[src/rtl/mm_pkg.sv]
// Shared types and sizes for the matrix-multiply feed/drain controller.
// Holds the controller state enum, array geometry, the load payload layout
// and the drain-index to array-select mapping.
package mm_pkg;

  localparam int unsigned N        = 4;   // array is N x N
  localparam int unsigned FEED_LEN = 4;   // operand feed beats (one per k)
  localparam int unsigned DW       = 8;   // operand byte width
  localparam int unsigned RW       = 32;  // result / row width
  localparam int unsigned IW       = 2;   // row/column index width

  typedef enum logic [2:0] {
    IDLE  = 3'd0,
    CLEAR = 3'd1,
    FEED  = 3'd2,
    FLUSH = 3'd3,
    DRAIN = 3'd4
  } state_e;

  // One operand row write: sel=0 targets A, sel=1 targets B.
  typedef struct packed {
    logic          sel;
    logic [IW-1:0] idx;
    logic [RW-1:0] data;
  } load_req_t;

  // Result index is row-major (4r+c); the array select is column-major (4c+r).
  function automatic logic [2*IW-1:0] arr_sel_of(input logic [2*IW-1:0] idx);
    return {idx[IW-1:0], idx[2*IW-1:IW]};
  endfunction

endpackage

[src/rtl/mm_opnd_buf.sv]
// 4x4 byte operand register file: one row write per cycle, N independent
// element read ports.
//   clk, rst_n      : clock, async active-low reset (clears all bytes)
//   wr_en/wr_row    : write strobe and row index
//   wr_data         : row payload, byte k lands in column k
//   rd_row/rd_col   : per-port element address
//   rd_data         : per-port element value
module mm_opnd_buf
  import mm_pkg::*;
(
  input  logic                   clk,
  input  logic                   rst_n,
  input  logic                   wr_en,
  input  logic [IW-1:0]          wr_row,
  input  logic [RW-1:0]          wr_data,
  input  logic [N-1:0][IW-1:0]   rd_row,
  input  logic [N-1:0][IW-1:0]   rd_col,
  output logic [N-1:0][DW-1:0]   rd_data
);

  logic [N-1:0][N-1:0][DW-1:0] mem_q;

  // Row storage; a packed row is exactly the write payload.
  always_ff @(posedge clk or negedge rst_n) begin
    if (!rst_n) begin
      mem_q <= '0;
    end else if (wr_en) begin
      mem_q[wr_row] <= wr_data;
    end
  end

  // Element read ports.
  always_comb begin
    rd_data = '0;
    for (int i = 0; i < int'(N); i++) begin
      rd_data[i] = mem_q[rd_row[i]][rd_col[i]];
    end
  end

endmodule

[src/rtl/mm_feed_drain_ctrl.sv]
// Feed/drain controller for a 4x4 PE array computing C = A*B.
// Buffers A and B rows, clears the array, feeds one k-slice per cycle,
// flushes with zeros, then streams the 16 results out row-major.
//   clk, rst_n                 : clock, async active-low reset
//   load_valid/ready/sel/idx/data : operand row write (sel 0=A, 1=B)
//   start, busy, done          : job control
//   arr_rst_n, arr_en          : array reset (gated by rst_n) and enable
//   data_out0..3, weight_out0..3 : A column k / B row k to the array
//   arr_out_sel, arr_result    : array result select and returned value
//   res_valid/ready/data/idx/last : result stream
module mm_feed_drain_ctrl
  import mm_pkg::*;
#(
  parameter int unsigned FLUSH_CYCLES = 7
) (
  input  logic              clk,
  input  logic              rst_n,
  input  logic              load_valid,
  output logic              load_ready,
  input  logic              load_sel,
  input  logic [IW-1:0]     load_idx,
  input  logic [RW-1:0]     load_data,
  input  logic              start,
  output logic              busy,
  output logic              done,
  output logic              arr_rst_n,
  output logic              arr_en,
  output logic [DW-1:0]     data_out0,
  output logic [DW-1:0]     data_out1,
  output logic [DW-1:0]     data_out2,
  output logic [DW-1:0]     data_out3,
  output logic [DW-1:0]     weight_out0,
  output logic [DW-1:0]     weight_out1,
  output logic [DW-1:0]     weight_out2,
  output logic [DW-1:0]     weight_out3,
  output logic [2*IW-1:0]   arr_out_sel,
  input  logic [RW-1:0]     arr_result,
  output logic              res_valid,
  input  logic              res_ready,
  output logic [RW-1:0]     res_data,
  output logic [2*IW-1:0]   res_idx,
  output logic              res_last
);

  localparam int unsigned SW = $clog2(FLUSH_CYCLES);

  state_e                  state_q;
  logic [SW-1:0]           step_q;
  logic [2*IW-1:0]         idx_q;
  logic [2*IW-1:0]         idx_nxt;
  logic                    load_ready_q, busy_q, done_q, arr_rst_q, arr_en_q;
  logic                    res_valid_q, res_last_q;
  logic [2*IW-1:0]         sel_q;
  logic [N-1:0][DW-1:0]    data_q, wgt_q;

  load_req_t               ld;
  logic                    wr_a, wr_b;
  logic [IW-1:0]           rd_k;
  logic [N-1:0][IW-1:0]    a_row, a_col, b_row, b_col;
  logic [N-1:0][DW-1:0]    a_rd, b_rd;

  // Row writes are only accepted while idle (load_ready_q is the idle flag).
  assign ld   = '{sel: load_sel, idx: load_idx, data: load_data};
  assign wr_a = load_valid && load_ready_q && !ld.sel;
  assign wr_b = load_valid && load_ready_q &&  ld.sel;

  // Outputs are registered one cycle ahead, so read the slice for the next beat.
  always_comb begin
    rd_k = '0;
    if (state_q == FEED) rd_k = IW'(step_q + 1'b1);
    for (int i = 0; i < int'(N); i++) begin
      a_row[i] = IW'(i);
      a_col[i] = rd_k;
      b_row[i] = rd_k;
      b_col[i] = IW'(i);
    end
  end

  mm_opnd_buf u_buf_a (
    .clk     (clk),
    .rst_n   (rst_n),
    .wr_en   (wr_a),
    .wr_row  (ld.idx),
    .wr_data (ld.data),
    .rd_row  (a_row),
    .rd_col  (a_col),
    .rd_data (a_rd)
  );

  mm_opnd_buf u_buf_b (
    .clk     (clk),
    .rst_n   (rst_n),
    .wr_en   (wr_b),
    .wr_row  (ld.idx),
    .wr_data (ld.data),
    .rd_row  (b_row),
    .rd_col  (b_col),
    .rd_data (b_rd)
  );

  assign idx_nxt = idx_q + 1'b1;

  // Job sequencer with all outputs registered alongside the state.
  always_ff @(posedge clk or negedge rst_n) begin
    if (!rst_n) begin
      state_q      <= IDLE;
      step_q       <= '0;
      idx_q        <= '0;
      load_ready_q <= 1'b1;
      busy_q       <= 1'b0;
      done_q       <= 1'b0;
      arr_rst_q    <= 1'b1;
      arr_en_q     <= 1'b0;
      data_q       <= '0;
      wgt_q        <= '0;
      sel_q        <= '0;
      res_valid_q  <= 1'b0;
      res_last_q   <= 1'b0;
    end else begin
      done_q    <= 1'b0;
      arr_rst_q <= 1'b1;
      data_q    <= '0;
      wgt_q     <= '0;
      case (state_q)
        IDLE: begin
          if (start) begin
            state_q      <= CLEAR;
            load_ready_q <= 1'b0;
            busy_q       <= 1'b1;
            arr_rst_q    <= 1'b0;
            idx_q        <= '0;
            sel_q        <= '0;
          end
        end
        CLEAR: begin
          state_q  <= FEED;
          step_q   <= '0;
          arr_en_q <= 1'b1;
          data_q   <= a_rd;
          wgt_q    <= b_rd;
        end
        FEED: begin
          if (step_q == SW'(FEED_LEN - 1)) begin
            state_q <= FLUSH;
            step_q  <= '0;
          end else begin
            step_q <= step_q + 1'b1;
            data_q <= a_rd;
            wgt_q  <= b_rd;
          end
        end
        FLUSH: begin
          if (step_q == SW'(FLUSH_CYCLES - 1)) begin
            state_q     <= DRAIN;
            step_q      <= '0;
            arr_en_q    <= 1'b0;
            res_valid_q <= 1'b1;
            res_last_q  <= 1'b0;
          end else begin
            step_q <= step_q + 1'b1;
          end
        end
        DRAIN: begin
          if (res_ready) begin
            if (idx_q == 4'(N*N - 1)) begin
              state_q      <= IDLE;
              res_valid_q  <= 1'b0;
              res_last_q   <= 1'b0;
              done_q       <= 1'b1;
              busy_q       <= 1'b0;
              load_ready_q <= 1'b1;
              idx_q        <= '0;
              sel_q        <= '0;
            end else begin
              idx_q      <= idx_nxt;
              sel_q      <= arr_sel_of(idx_nxt);
              res_last_q <= (idx_nxt == 4'(N*N - 1));
            end
          end
        end
        default: state_q <= IDLE;
      endcase
    end
  end

  // Array reset follows the controller reset as well as the CLEAR pulse.
  assign arr_rst_n   = arr_rst_q & rst_n;
  assign load_ready  = load_ready_q;
  assign busy        = busy_q;
  assign done        = done_q;
  assign arr_en      = arr_en_q;
  assign data_out0   = data_q[0];
  assign data_out1   = data_q[1];
  assign data_out2   = data_q[2];
  assign data_out3   = data_q[3];
  assign weight_out0 = wgt_q[0];
  assign weight_out1 = wgt_q[1];
  assign weight_out2 = wgt_q[2];
  assign weight_out3 = wgt_q[3];
  assign arr_out_sel = sel_q;
  assign res_valid   = res_valid_q;
  assign res_data    = arr_result;
  assign res_idx     = idx_q;
  assign res_last    = res_last_q;

endmodule
[config.mk]
export PLATFORM = sky130hd
export DESIGN_NAME = mm_feed_drain_ctrl
export DESIGN_NICKNAME = d
export VERILOG_FILES = /design/src/rtl/mm_pkg.sv /design/src/rtl/mm_opnd_buf.sv /design/src/rtl/mm_feed_drain_ctrl.sv
export SDC_FILE = /design/constraint.sdc
export NUM_CORES = 1
export LEC_CHECK = 0
export CAP_MARGIN = 20
export CORE_MARGIN = 4
export CORE_UTILIZATION = 40
export DETAILED_ROUTE_END_ITERATION = 10
export PLACE_DENSITY = 0.69
export REMOVE_ABC_BUFFERS = 1
export SETUP_SLACK_MARGIN = 0.3
export SLEW_MARGIN = 25
export SYNTH_ARGS = -nofsm -noshare
export SYNTH_HDL_FRONTEND = slang
export SYNTH_SLANG_ARGS = --single-unit
[constraint.sdc]
create_clock -name clk -period 3.25 [get_ports clk]
set_input_delay 0.4875 -clock clk [delete_from_list [all_inputs] [get_ports clk]]
set_output_delay 0.4875 -clock clk [all_outputs]
set_load 0.02 [all_outputs]
==> flow_summary.toml, run 1 <==
[grt]
antenna_found_initial = 1
grt_pass1_vias = 9335
grt-ovfl-total = 0
grt_pass1_wl_um = 54800
grt_usage = 0.166
grt_start_max_net_pins = 158

[worst_hold_path]
hp-class = "input pin to async pin"

[critical_path]
rr_worst_depth = 5
rr_startpoint = "step_q[0]"
r2r_slack_ns = 0.82
critPathLaunchType = "input pin"
worstReg2RegEnd = "weight_out1[6]"
critPathArrivalTime_ns = 2.15
endpoint_kind = "output port"
critPathCapture = "arr_rst_n"
worst_ep_required_time_ns = 2.76
path_class = "input pin to output port"
cp_max_fo = 44
crit_start = "rst_n"

[synthesis]
synth_most_common_cell = "dfrtp_1"
synth_common_cells = "dfrtp_1 (335), mux2_2 (251), a21oi_1 (69)"
synth_top_area_cell = "dfrtp_1"
async_flop_share = 1.00
ys_ff_latch = 337
ys.flop_type = "dfrtp_1"
synthDistinctLibCells = 45
synth_edf_count = 0
yosysTopAreaCellShare = 0.562
synth.area.top_cells = "dfrtp_1 (56%), mux2_2 (19%), o22ai_2 (5.0%)"
syn_inst = 1061
synth_warnings = 0
synth_seq_area_share = 0.566
avgSynthCellArea_um2 = 14.1
syn-cell-area_mm2 = 0.0149

[cts]
path_clk_slew_ns = 0.06
cts_buffers = 37
cts_sinks = 337
cts_max_level = 2
cts-root-buf = "clkbuf_16"
cts_tree = "built"
clock_latency_ns = 0.51
clk_path_buf_depth = 3

[detailed_routing]
drt_first_pass_iters = 4
route.detailed.drc = 0
num_vias = 8775
viasPerCell = 5.41
ant_nets = 0
wl_um = 34000
wire_per_inst_um = 21.0
drt_iter0_drc = 439

[pwr]
power.total_uw = 17100
cellLeakagePower_uw = 0.00763
p_per_area_mw_per_mm2 = 979
peakVddDrop_mv = 0.536

[placement]
gp_congestion = 0.721
detailed_place_hpwl_um = 19700
place_ws_ns = 0.483
io_buffer_count = 118

[cells_and_area]
seqCellArea_mm2 = 0.00844
largest_registers = "u_buf_a.mem_q (128), u_buf_b.mem_q (128)"
areaGrowthSynthToFinish_pct = 17.1
fill_cells = 3207
multi_input_area_mm2 = 0.00572
layout-drive-gt1-share = 0.350
nets = 1204

[sta]
drv_slew = 0
final-setup-viol-count = 0
maxSlewHeadroom = 0.391
fin_crit_sh = 0.811
final.setup_skew_ns = 0.00923
period_needed_ns = 2.63
max_freq_mhz = 380
fin_ws_ns = 0.615
rsz0062_at_grt = "false"
final_hold_viol_count = 0
tightest_slew_ns = 0.914

[floorplanning]
die_y_um = 201
die_area_mm2 = 0.0404
io_pins = 183
die_w_um = 201
core-area_mm2 = 0.0367
fp-row-count = 70
start_util = 0.406

[flow_run]
drv_cap = 0

[run_status]
status = "finished, final reports clean"
-- worst max-delay path, cell delays in order --
cell,delay (ns)
dlygate4sd3_1,0.56
buf_8,0.32
and2_1,0.18
clkdlybuf4s50_1,0.59
-- metrics by stage --
stage / area, um^2 / hold WS (ns) / instances / utilization / TNS (ns)
after floorplan: 14100 / 0.192 / 950 / - / -158.95
after global placement: 16200 / 0.401 / 1554 / 0.443 / 0
after detailed placement: 16200 / 0.405 / 1554 / 0.443 / 0
after CTS: 17500 / 0.467 / 1621 / 0.476 / 0
after global routing: 17500 / 0.487 / 1621 / 0.476 / 0
final: 17500 / 0.463 / 1622 / 0.476 / 0
-- routing by layer --
| metal | up-vias | global-route usage | share of wire |
|---|---|---|---|
| met5 | - | 0.00833 | 0.00038 |
| met4 | 2 | 0.0344 | 0.013 |
| met3 | 42 | 0.0405 | 0.051 |
| met2 | 197 | 0.261 | 0.46 |
| met1 | 4612 | 0.237 | 0.47 |
| li1 | 3922 | - | - |
-- worst min-delay path by stage --
stage / start / to / slack [ns] / depth (start not counted)
3_3_place_gp: rst_n / res_idx[0] / 0.40 / 1
3_5_place_dp: rst_n / res_idx[2] / 0.40 / 1
4_1_cts: rst_n / u_buf_a.mem_q[85] / 0.47 / 2
5_1_grt: rst_n / u_buf_a.mem_q[21] / 0.49 / 2
6_report: rst_n / res_idx[2] / 0.46 / 2
2_1_floorplan: rst_n / arr_en / 0.19 / 0
-- where the power goes --
group	total [uW]	internal, uW	switching (uW)
Combinational	6450	2940	3510
Clock	4110	2470	1640
Sequential	6540	5750	783
Total	17100	11200	5930
-- cells in the final DEF, fill, tap and decap left out, types with 7 or more instances in the layout --
cell,Yosys,final
a21oi_1,69,69
buf_12,6,11
buf_4,42,7
clkbuf_1,18,10
clkbuf_16,0,39
clkbuf_8,0,12
clkdlybuf4s50_1,0,117
dfrtp_1,335,334
inv_1,8,8
mux2_2,251,251
mux2i_1,65,65
nand2_1,10,10
nor2_1,13,7
nor3b_1,64,64
o21ai_0,15,15
o22ai_1,7,7
o22ai_2,59,59
-- cell type report --
class                      instances  area share
multi-input combinational        604       0.328
inverter                           9     0.00193
clock inverter                     5     0.00179
antenna                            1    0.000143
tap                              468      0.0335
sequential                       337       0.483
clock buffer                      61      0.0675
timing repair buffer             137      0.0841
-- cell families after synthesis --
group	share of synthesized area
fa+ha+maj	0.00503
simple gates	0.0507
flops	0.566
mux	0.237
xor+xnor	0.000588
compound gates	0.0862
buf+inv	0.0548
-- what timing repair did --
action,in CTS,in global routing
setup buffers,0,0
endpoints found under the hold margin,41,0
hold buffers,1,0
gates resized for setup,0,0
(Power assumes the default switching activity.)
==> run 2, diff against run 1 <==
--- a/config.mk
+++ b/config.mk
@@ -9,7 +9,7 @@
 export CORE_MARGIN = 4
 export CORE_UTILIZATION = 40
 export DETAILED_ROUTE_END_ITERATION = 10
-export PLACE_DENSITY = 0.69
+export PLACE_DENSITY = 0.71
 export REMOVE_ABC_BUFFERS = 1
 export SETUP_SLACK_MARGIN = 0.3
 export SLEW_MARGIN = 25
==> constraint.sdc (replaced) <==
create_clock -name clk -period 2.35 [get_ports clk]
set_input_delay 0.3525 -clock clk [delete_from_list [all_inputs] [get_ports clk]]
set_output_delay 0.3525 -clock clk [all_outputs]
set_load 0.02 [all_outputs]
==> flow_summary.toml, run 2 (synthesis results as in run 1) <==
[run_status]
status = "finished, final reports clean"

[critical_path]
endpoint_kind = "register"
worst_ep_required_time_ns = 2.78
path_class = "register to register"
cp_max_fo = 5
critPathLaunchType = "register"
critPathArrivalTime_ns = 2.49
r2r_slack_ns = 0.29

[cells_and_area]
areaGrowthSynthToFinish_pct = 19.1
largest_registers = "u_buf_a.mem_q (128), u_buf_b.mem_q (128)"
final_cell_mix = "dfrtp_1 (333), mux2_2 (251), clkdlybuf4s50_1 (108)"
final_design_area_no_fill_mm2 = 0.0178
nets = 1233
seqCellArea_mm2 = 0.00844
antennaDiodeCount = 0
multi_input_area_mm2 = 0.00575
layout_commonest_cell = "dfrtp_1"
layout-drive-gt1-share = 0.368
fill_cells = 3182

[detailed_routing]
drt_first_pass_iters = 4
wl_um = 35300
route.detailed.drc = 0
drt_iter0_drc = 430
ant_nets = 0
viasPerCell = 5.41
num_vias = 8911
wire_per_inst_um = 21.4

[grt]
antenna_found_initial = 0
grt-ovfl-total = 0
grt_pass1_wl_um = 55900
grt_start_max_net_pins = 125
grt_usage = 0.171
grt_pass1_vias = 9600

[pwr]
cellLeakagePower_uw = 0.00785
peakVddDrop_mv = 0.836
seq_power_share = 0.378
intPower_uw = 15600
swShare = 0.352
pwr-share-comb = 0.399
switchingPower_uw = 8450
power.share.clock = 0.223
p_per_area_mw_per_mm2 = 1350

[cts]
cts_max_level = 2
clk_path_buf_depth = 3
clock_latency_ns = 0.51
cts_buffers = 37
cts_sinks = 337
cts_tree = "built"
path_clk_slew_ns = 0.06
cts-root-buf = "clkbuf_16"

[sta]
final-setup-viol-count = 0
tightest_slew_ns = 0.804
period_needed_ns = 2.06
final.setup_skew_ns = 0.0129
max_freq_mhz = 486
tns_ns = 0
rsz0062_at_grt = "true"
maxSlewHeadroom = 0.464
fin_crit_sh = 0.876
final_hold_viol_count = 0
drv_slew = 0
fin_ws_ns = 0.292

[floorplanning]
die_y_um = 201
start_util = 0.406
fp-row-count = 70
die_area_mm2 = 0.0404
core-area_mm2 = 0.0367
die_w_um = 201
io_pins = 183

[placement]
gp_congestion = 0.758
post_dp_cell_area_mm2 = 0.0165
place_ws_ns = 0.195
io_buffer_count = 118
detailed_place_hpwl_um = 21700

[worst_hold_path]
hp-class = "input pin to async pin"

[flow_run]
drv_cap = 0
-- run 2: cell types whose count changed in the layout (fill, tap and decap cells not counted), sizes merged, moves of 3 or more --
cell           change
clkdlybuf4s50      -9
dlygate4sd2        +5
clkinv             +3
dlymetal6s2s       +4
buf               +27
clkbuf             -5
-- run 2: worst paths after layout --
kind / start / to / depth (start not counted)
setup / recovery: step_q[0] / data_out0[2] / 5
hold reg to reg: load_ready / load_ready / 2
setup reg to reg: step_q[0] / data_out0[2] / 5
hold / removal: rst_n / u_buf_a.mem_q[35] / 2
max in group asynchronous: rst_n / u_buf_a.mem_q[126] / 3
min in group clk: load_ready / load_ready / 2
-- run 2: timing repair --
item	CTS	global route
hold buffers	1	0
cloned	0	2
hold endpoints to repair	29	0
setup buffers	5	0
setup endpoints to repair	39	46
pin swaps	1	0
gates resized for setup	7	14
-- run 2: worst max-delay path, stage by stage (launching register included) --
cell,delay [ns]
dfrtp_1,0.42
inv_1,0.08
ha_2,0.31
or4_2,0.81
buf_4,0.21
o22ai_2,0.14
-- run 2: metal layers --
metal | up-vias | global-route usage | share of wire
met5 | - | 0.00714 | 0
met4 | 0 | 0.0356 | 0.014
li1 | 3985 | - | -
met2 | 198 | 0.286 | 0.48
met1 | 4693 | 0.229 | 0.45
met3 | 35 | 0.0386 | 0.049
-- run 2: power by group through the flow --
| stage | logic (uW) | clock network (uW) | registers [uW] |
|---|---|---|---|
| floorplan | 4360 | 0 | 9350 |
| global placement | 9130 | 0 | 9090 |
| detailed placement | 9270 | 0 | 9170 |
| CTS | 9480 | 5520 | 9080 |
| global route | 10300 | 5730 | 9320 |
| finish | 9580 | 5370 | 9080 |
-- run 2: cell type report --
type	instances	share of cell area
Sequential cell	337	0.475
Multi-Input combinational cell	605	0.324
Timing Repair Buffer	165	0.103
Clock buffer	55	0.0593
Tap cell	468	0.0330
Clock inverter	9	0.00310
Inverter	9	0.00190
-- run 2: per-stage QoR --
stage / utilization / hold slack, ns / cells / total power [uW]
finish: 0.484 / 0.226 / 1648 / 24000
global route: 0.484 / 0.220 / 1648 / 25300
CTS: 0.482 / 0.202 / 1646 / 24100
detailed placement: 0.450 / 0.159 / 1576 / 18400
global placement: 0.450 / 0.155 / 1576 / 18200
floorplan: - / 0.0569 / 950 / 13700
==> run 3, diff against run 2 <==
==> constraint.sdc (replaced) <==
create_clock -name clk -period 2.35 [get_ports clk]
set_input_delay 0.5875 -clock clk [delete_from_list [all_inputs] [get_ports clk]]
set_output_delay 0.5875 -clock clk [all_outputs]
set_load 0.02 [all_outputs]
==> flow_summary.toml, run 3 (synthesis results as in run 1) <==
[critical_path]
cp_max_fo = 11
rr_worst_depth = 5
critPathLaunchType = "register"
critPathArrivalTime_ns = 2.47
rr_startpoint = "step_q[0]"
endpoint_kind = "register"
r2r_slack_ns = 0.33
worst_ep_required_time_ns = 2.80
crit_start = "step_q[0]"
path_class = "register to register"
worstReg2RegEnd = "data_out0[0]"

[cells_and_area]
antennaDiodeCount = 0
largest_registers = "u_buf_a.mem_q (128), u_buf_b.mem_q (128)"
final_cell_mix = "dfrtp_1 (331), mux2_2 (251), dlygate4sd2_1 (77)"
fill_cells = 3159
final_util = 0.489
layout-drive-gt1-share = 0.383
areaGrowthSynthToFinish_pct = 20.3
layout_commonest_cell = "dfrtp_1"
nets = 1239

[grt]
grt_pass1_vias = 9521
grt_start_max_net_pins = 127
grt_usage = 0.174
grt_pass1_wl_um = 56200
antenna_found_initial = 0
grt-ovfl-total = 0

[floorplanning]
core-area_mm2 = 0.0367
io_pins = 183
die_y_um = 201
fp-row-count = 70
die_w_um = 201
start_util = 0.406
die_area_mm2 = 0.0404

[detailed_routing]
wl_um = 36000
ant_nets = 0
viasPerCell = 5.37
drt_first_pass_iters = 4
drt_iter0_drc = 452
num_vias = 8860
route.detailed.drc = 0
wire_per_inst_um = 21.8

[cts]
cts_sinks = 337
cts_max_level = 2
cts_tree = "built"
cts_buffers = 37
path_clk_slew_ns = 0.06
cts-root-buf = "clkbuf_16"
clock_latency_ns = 0.54
clk_path_buf_depth = 3

[sta]
tightest_slew_ns = 0.788
max_freq_mhz = 495
final.setup_skew_ns = 0.0144
rsz0062_at_grt = "true"
fin_crit_sh = 0.859
maxSlewHeadroom = 0.475
final_hold_viol_count = 0
drv_slew = 0
final-setup-viol-count = 0
period_needed_ns = 2.02
tns_ns = 0

[pwr]
p_per_area_mw_per_mm2 = 1380
cellLeakagePower_uw = 0.00818
peakVddDrop_mv = 0.759

[placement]
gp_congestion = 0.763
io_buffer_count = 118
detailed_place_hpwl_um = 21600

[flow_run]
drv_cap = 0

[worst_hold_path]
hp-class = "input pin to async pin"

[run_status]
status = "finished, final reports clean"
-- run 3: changes by cell type in the layout (fill, tap and decap cells not counted), moves of 4 or more --
cell / change
clkbuf_1: -5
buf_4: +8
o22ai_4: +10
dlygate4sd2_1: +72
o22ai_2: -9
dlymetal6s2s_1: -4
clkdlybuf4s50_1: -70
-- run 3: layout make-up --
type / instances / area, um^2 / share of cell area
Sequential cell: 337 / 8440 / 0.471
Multi-Input combinational cell: 605 / 5860 / 0.327
Timing Repair Buffer: 171 / 1800 / 0.100
Clock buffer: 52 / 1080 / 0.0605
Tap cell: 468 / 586 / 0.0327
Clock inverter: 9 / 124 / 0.00691
Inverter: 9 / 33.8 / 0.00188
-- run 3: metrics by stage --
step	instance area (um^2)	cells	setup slack, ns	hold WS [ns]	total power [uW]
3_5_place_dp	16500	1579	-0.0578	0.475	18400
4_1_cts	17700	1647	0.183	0.0469	24400
6_report	17900	1651	0.331	0.0550	24800
2_1_floorplan	14100	950	-3.66	0.292	13700
3_3_place_gp	16500	1579	-0.0656	0.474	18200
5_1_grt	17900	1651	0.277	0.0804	26100
-- run 3: worst max path at each step --
stage | slack [ns] | to | cells after the start
floorplan | -3.66 | data_out0[7] | 3
global placement | -0.07 | u_buf_b.mem_q[5] | 5
detailed placement | -0.06 | u_buf_b.mem_q[22] | 5
CTS | 0.18 | arr_rst_n | 2
global route | 0.28 | weight_out1[2] | 5
finish | 0.33 | data_out0[0] | 5
-- run 3: worst max-delay path: stages, from the launching register on --
cell	delay (ns)
dfrtp_1	0.42
ha_1	0.23
ha_2	0.22
or4_4	0.59
buf_6	0.24
o22ai_2	0.22
-- run 3: timing repair --
| item | 4_1_cts | 5_1_grt |
|---|---|---|
| pin swaps | 1 | 4 |
| endpoints found under the setup margin | 141 | 67 |
| cloned | 1 | 3 |
| gates resized for setup | 83 | 33 |
| setup buffers | 6 | 1 |
| hold buffers | 0 | 0 |
-- run 3: routing by layer --
layer | GRT usage | up-vias | routed length, um
li1 | - | 4011 | -
met1 | 0.234 | 4643 | 16500
met2 | 0.288 | 167 | 17500
met3 | 0.0386 | 39 | 1430
met4 | 0.0428 | 0 | 592
met5 | 0.00714 | - | 0
-- run 3: where the power goes --
group / switching [uW] / total (uW) / internal (uW)
clock network: 2300 / 5830 / 3530
registers: 1050 / 9010 / 7960
logic: 5500 / 9930 / 4430
total: 8840 / 24800 / 15900
